## config.mk

```make
export PLATFORM = sky130hd
export DESIGN_NAME = ternary_serial_adder
export DESIGN_NICKNAME = d
export VERILOG_FILES = /design/src/rtl/ternary_serial_adder.sv
export SDC_FILE = /design/constraint.sdc
export NUM_CORES = 1
export LEC_CHECK = 0
export BUFFER_PORTS_ARGS = -buffer_cell sky130_fd_sc_hd__buf_2
export CORE_UTILIZATION = 30
export DETAILED_ROUTE_END_ITERATION = 12
export PLACE_DENSITY = 0.52
export SLEW_MARGIN = 20
export SYNTH_ARGS = -nofsm -noshare
export SYNTH_HDL_FRONTEND = slang
export SYNTH_SLANG_ARGS = --single-unit
export TNS_END_PERCENT = 1
```

## constraint.sdc

```tcl
create_clock -name clk -period 3.9 [get_ports clk]
set_input_delay 0.78 -clock clk [delete_from_list [all_inputs] [get_ports clk]]
set_output_delay 0.78 -clock clk [all_outputs]
set_load 0.01 [all_outputs]
```

## src/rtl/ternary_serial_adder.sv

```systemverilog
// ternary_serial_adder
//   Trit-serial balanced-ternary adder. Accepts one pair of encoded trits per
//   handshake, least-significant trit first, adds them with a registered carry
//   and emits one encoded sum trit per beat through a single-entry output
//   register with no skid buffer.
//
//   Trit encoding: 00 = -1, 01 = 0, 10 = +1, 11 = illegal (read as 0, sets err).
//
// Ports
//   clk        : clock, rising edge
//   reset      : synchronous active-high reset
//   in_valid   : upstream presents a trit pair on in_a/in_b
//   in_ready   : pair is accepted this cycle
//   in_a, in_b : operand trits
//   out_valid  : out_sum/out_carry/out_last hold a result
//   out_ready  : downstream consumes the result this cycle
//   out_sum    : sum trit
//   out_carry  : carry trit produced by this beat
//   out_last   : this beat is trit WORD_TRITS-1 of the word
//   err        : sticky illegal-input-code flag, cleared only by reset
module ternary_serial_adder #(
   parameter int unsigned WORD_TRITS = 8
) (
   input  logic       clk,
   input  logic       reset,
   input  logic       in_valid,
   output logic       in_ready,
   input  logic [1:0] in_a,
   input  logic [1:0] in_b,
   output logic       out_valid,
   input  logic       out_ready,
   output logic [1:0] out_sum,
   output logic [1:0] out_carry,
   output logic       out_last,
   output logic       err
);

   localparam int unsigned IdxW = (WORD_TRITS > 1) ? $clog2(WORD_TRITS) : 1;
   localparam logic [IdxW-1:0] LastIdx = IdxW'(WORD_TRITS - 1);

   localparam logic [1:0] TritM = 2'b00;
   localparam logic [1:0] TritZ = 2'b01;
   localparam logic [1:0] TritP = 2'b10;

   // Output register occupancy; out_valid is the state itself.
   typedef enum logic {StEmpty, StFull} state_e;

   state_e          state_q, state_d;
   logic [1:0]      sum_q, sum_d;
   logic [1:0]      cout_q, cout_d;
   logic            last_q, last_d;
   logic            err_q, err_d;
   logic [IdxW-1:0] idx_q, idx_d;
   logic [1:0]      carry_q, carry_d;

   logic            in_xfer;
   logic            out_xfer;
   logic            is_last;
   logic signed [2:0] t;
   logic [1:0]      sum_new;
   logic [1:0]      carry_new;

   // Illegal code 11 decodes to 0 so arithmetic stays in range.
   function automatic logic signed [2:0] trit_val(input logic [1:0] code);
      logic signed [2:0] v;
      case (code)
         TritM:   v = -3'sd1;
         TritP:   v = 3'sd1;
         default: v = 3'sd0;
      endcase
      return v;
   endfunction

   assign out_valid = (state_q == StFull);
   assign out_sum   = sum_q;
   assign out_carry = cout_q;
   assign out_last  = last_q;
   assign err       = err_q;

   assign in_ready = !reset && (!out_valid || out_ready);
   assign in_xfer  = in_valid && in_ready;
   assign out_xfer = out_valid && out_ready;
   assign is_last  = (idx_q == LastIdx);

   // t in -3..3 fits a 3-bit signed value without overflow.
   assign t = trit_val(in_a) + trit_val(in_b) + trit_val(carry_q);

   always_comb begin
      sum_new   = TritZ;
      carry_new = TritZ;
      case (t)
         3'sb101: begin sum_new = TritZ; carry_new = TritM; end // -3
         3'sb110: begin sum_new = TritP; carry_new = TritM; end // -2
         3'sb111: begin sum_new = TritM; carry_new = TritZ; end // -1
         3'sb000: begin sum_new = TritZ; carry_new = TritZ; end
         3'sb001: begin sum_new = TritP; carry_new = TritZ; end
         3'sb010: begin sum_new = TritM; carry_new = TritP; end
         3'sb011: begin sum_new = TritZ; carry_new = TritP; end
         default: begin sum_new = TritZ; carry_new = TritZ; end
      endcase
   end

   always_comb begin
      state_d = state_q;
      sum_d   = sum_q;
      cout_d  = cout_q;
      last_d  = last_q;
      err_d   = err_q;
      idx_d   = idx_q;
      carry_d = carry_q;

      if (in_xfer) begin
         state_d = StFull;
         sum_d   = sum_new;
         cout_d  = carry_new;
         last_d  = is_last;
         if ((in_a == 2'b11) || (in_b == 2'b11)) begin
            err_d = 1'b1;
         end
         // Carry never crosses a word boundary; it is reported with out_last instead.
         if (is_last) begin
            idx_d   = '0;
            carry_d = TritZ;
         end else begin
            idx_d   = idx_q + 1'b1;
            carry_d = carry_new;
         end
      end else if (out_xfer) begin
         state_d = StEmpty;
      end
   end

   always_ff @(posedge clk) begin
      if (reset) begin
         state_q <= StEmpty;
         sum_q   <= TritZ;
         cout_q  <= TritZ;
         last_q  <= 1'b0;
         err_q   <= 1'b0;
         idx_q   <= '0;
         carry_q <= TritZ;
      end else begin
         state_q <= state_d;
         sum_q   <= sum_d;
         cout_q  <= cout_d;
         last_q  <= last_d;
         err_q   <= err_d;
         idx_q   <= idx_d;
         carry_q <= carry_d;
      end
   end

endmodule
```

==> flow_summary.json <==
{
  "root_buffer": "clkbuf_4",
  "hold_viol_final": 0,
  "regArea_um2": 240,
  "clk_path_buf_depth": 2,
  "vias": 490,
  "ioPinCount": 16,
  "syn_to_final_growth_pct": 20.3,
  "cp_cell_sequence": "buf_2 -> nor2_1 -> fa_1 -> ha_1 -> xnor3_2 -> nor2_2 -> xor2_1 -> o21ai_0",
  "cap_violations": 0,
  "avgSynthCellArea_um2": 8.92,
  "p_leak_nw": 0.333,
  "antenna_found_initial": 0,
  "synth-seq-area-share": 0.390,
  "synth-seq-cells": 12,
  "r2r.worst_path.cells": 7,
  "whs_ns": 0.453,
  "dieArea_um2": 2240,
  "synth_cell_types": 25,
  "setup_viol": 0,
  "drc": 0,
  "fp.dieW_um": 47.3,
  "detail_route.wl_per_cell_um": 9.59,
  "fp.dieH_um": 47.3,
  "critPathMaxFanout": 4,
  "clock_sinks": 12,
  "cp.arrival_ns": 2.42,
  "fmax_ghz": 0.441,
  "hp-class": "flip-flop to flip-flop",
  "grt_pass1_vias": 402,
  "fin_setup_tns_ns": 0,
  "status": "finished, final reports clean",
  "synth_nets": 82,
  "overflow": 0,
  "core_area_um2": 1940,
  "cp.required_ns": 4.06,
  "fin_crit_ns": 2.27,
  "dr.pass1.iters": 4,
  "dp_hpwl_um": 799,
  "worst_pin_slew_ns": 0.346,
  "multi_input_area_um2": 352,
  "ctsHoldBuffers": 0,
  "insertion_delay_ns": 0.27,
  "drtIter0Drc": 12,
  "ys_warn_count": 0,
  "start_util": 0.317,
  "antenna_left": 0,
  "grt_max_degree": 13,
  "critPathSlowestCell": "fa_1",
  "grt_pass1_wl_um": 1670,
  "syn-cell-area_um2": 616,
  "fin_worst_skew_ns": 0.00861,
  "cts_setup_buffers": 0,
  "slew_headroom": 0.769,
  "cts_resized": 0,
  "rows": 16,
  "p_per_area_nw_per_um2": 452,
  "drive_above_1_share": 0.301,
  "hold_depth": 2,
  "max_stage_delay_ns": 0.48,
  "postRouteWirelength_um": 1060,
  "crit_type": "input port to flip-flop",
  "ir_worst_vdd_v": 0.000247,
  "nets": 97,
  "fillerInstances": 204,
  "io_buffers": 15,
  "start_kind": "input port",
  "track_usage": 0.110,
  "drt-vias-per-instance": 4.45,
  "gp_congestion": 0.614,
  "clk_pin_slew_worst_paths_ns": 0.08,
  "rsz0062_at_grt": "no",
  "htreeDepth": 1,
  "synthCells": 69,
  "finalMaxSlewViolations": 0,
  "antenna-diode-count": 0,
  "cts_tree": "built",
  "cts_buffers": 3,
  "final_util": 0.381,
  "finalCritPeriodShare": 0.581,
  "end_kind": "flip-flop"
}
## critical path, delay by kind of cell
kind	cells	cell delay [ns]
buffers and inverters	1	0.12
and+or+nand+nor	2	0.26
adders and majority gates	2	0.71
xor gates and xnor gates	2	0.45
AOI/OAI and AO/OA	1	0.09
## kinds of logic after synthesis
family,share of synthesized area
and+or+nand+nor,0.224
adders and majority gates,0.126
buffers and inverters,0.0386
AOI/OAI and AO/OA,0.140
xor gates and xnor gates,0.0813
DFF,0.390
## layout by cell type, fill, tap and decap left out, types with 3 or more instances in the layout
| cell | count |
|---|---|
| nor2_1 | 8 |
| clkbuf_4 | 3 |
| dfxtp_1 | 12 |
| ha_1 | 3 |
| nand2_1 | 8 |
| a21oi_1 | 5 |
| o21ai_0 | 5 |
| buf_2 | 15 |
| nand2b_1 | 3 |
## power by group
group / leakage, nW / internal [W] / switching [W] / total (W)
clock: 0.0210 / 0.0000567 / 0.0000420 / 0.0000987
sequential: 0.0984 / 0.000135 / 0.00000673 / 0.000142
combinational: 0.214 / 0.0000462 / 0.0000478 / 0.0000940
## metal layers
metal	track usage	wire, um
met1	0.136	492
met2	0.167	498
met3	0.0577	64
met4	0.0343	0
met5	0	0
## flip-flops by register name, indices dropped and copies added (netlist names)
name	cells
idx_q	3
err	1
out_last	1
out_carry	2
out_sum	2
out_valid	1
carry_q	2
## final cells by class
| class | instances | share of cell area |
|---|---|---|
| multi-input cells | 51 | 0.475 |
| flip-flops and latches | 12 | 0.324 |
| repair buffers | 15 | 0.101 |
| clock buffers | 4 | 0.0490 |
| well taps | 27 | 0.0456 |
| inverters | 1 | 0.00507 |
## per-stage QoR
stage | power [W] | setup slack (ns) | instance area [um2] | instances
final | 0.000335 | 1.63 | 741 | 110
after floorplan | 0.000217 | 1.59 | 616 | 69
after global placement | 0.000239 | 1.40 | 704 | 106
after CTS | 0.000340 | 1.63 | 741 | 110
after global routing | 0.000356 | 1.53 | 741 | 110
after detailed placement | 0.000239 | 1.33 | 704 | 106
## synthesized netlist by cell type (all sizes together)
master / n / area [um2]
inv: 1 / 3.75
nor2b: 2 / 12.5
nor3: 1 / 5.00
nand2: 8 / 30.0
fa: 2 / 40.0
nand3b: 2 / 15.0
ha: 3 / 37.5
xnor3: 1 / 23.8
nand2b: 4 / 27.5
nor2: 9 / 36.3
a31o: 1 / 8.76
xor2: 1 / 8.76
a21oi: 5 / 25.0
dfxtp: 12 / 240
o22a: 1 / 10.0
and2: 1 / 6.26
xnor2: 2 / 17.5
clkbuf: 4 / 15.0
nand3: 1 / 5.00
o21ai: 6 / 33.8
buf: 1 / 5.00
a22o: 1 / 8.76
## worst paths after layout
check,startpoint,endpoint,slack [ns]
max,in_b[0],carry_q[0],1.63
min,carry_q[1],carry_q[1],0.45
max reg2reg,carry_q[0],carry_q[0],1.95
min reg2reg,carry_q[1],carry_q[1],0.45
Power figures use the tool's default switching activity.
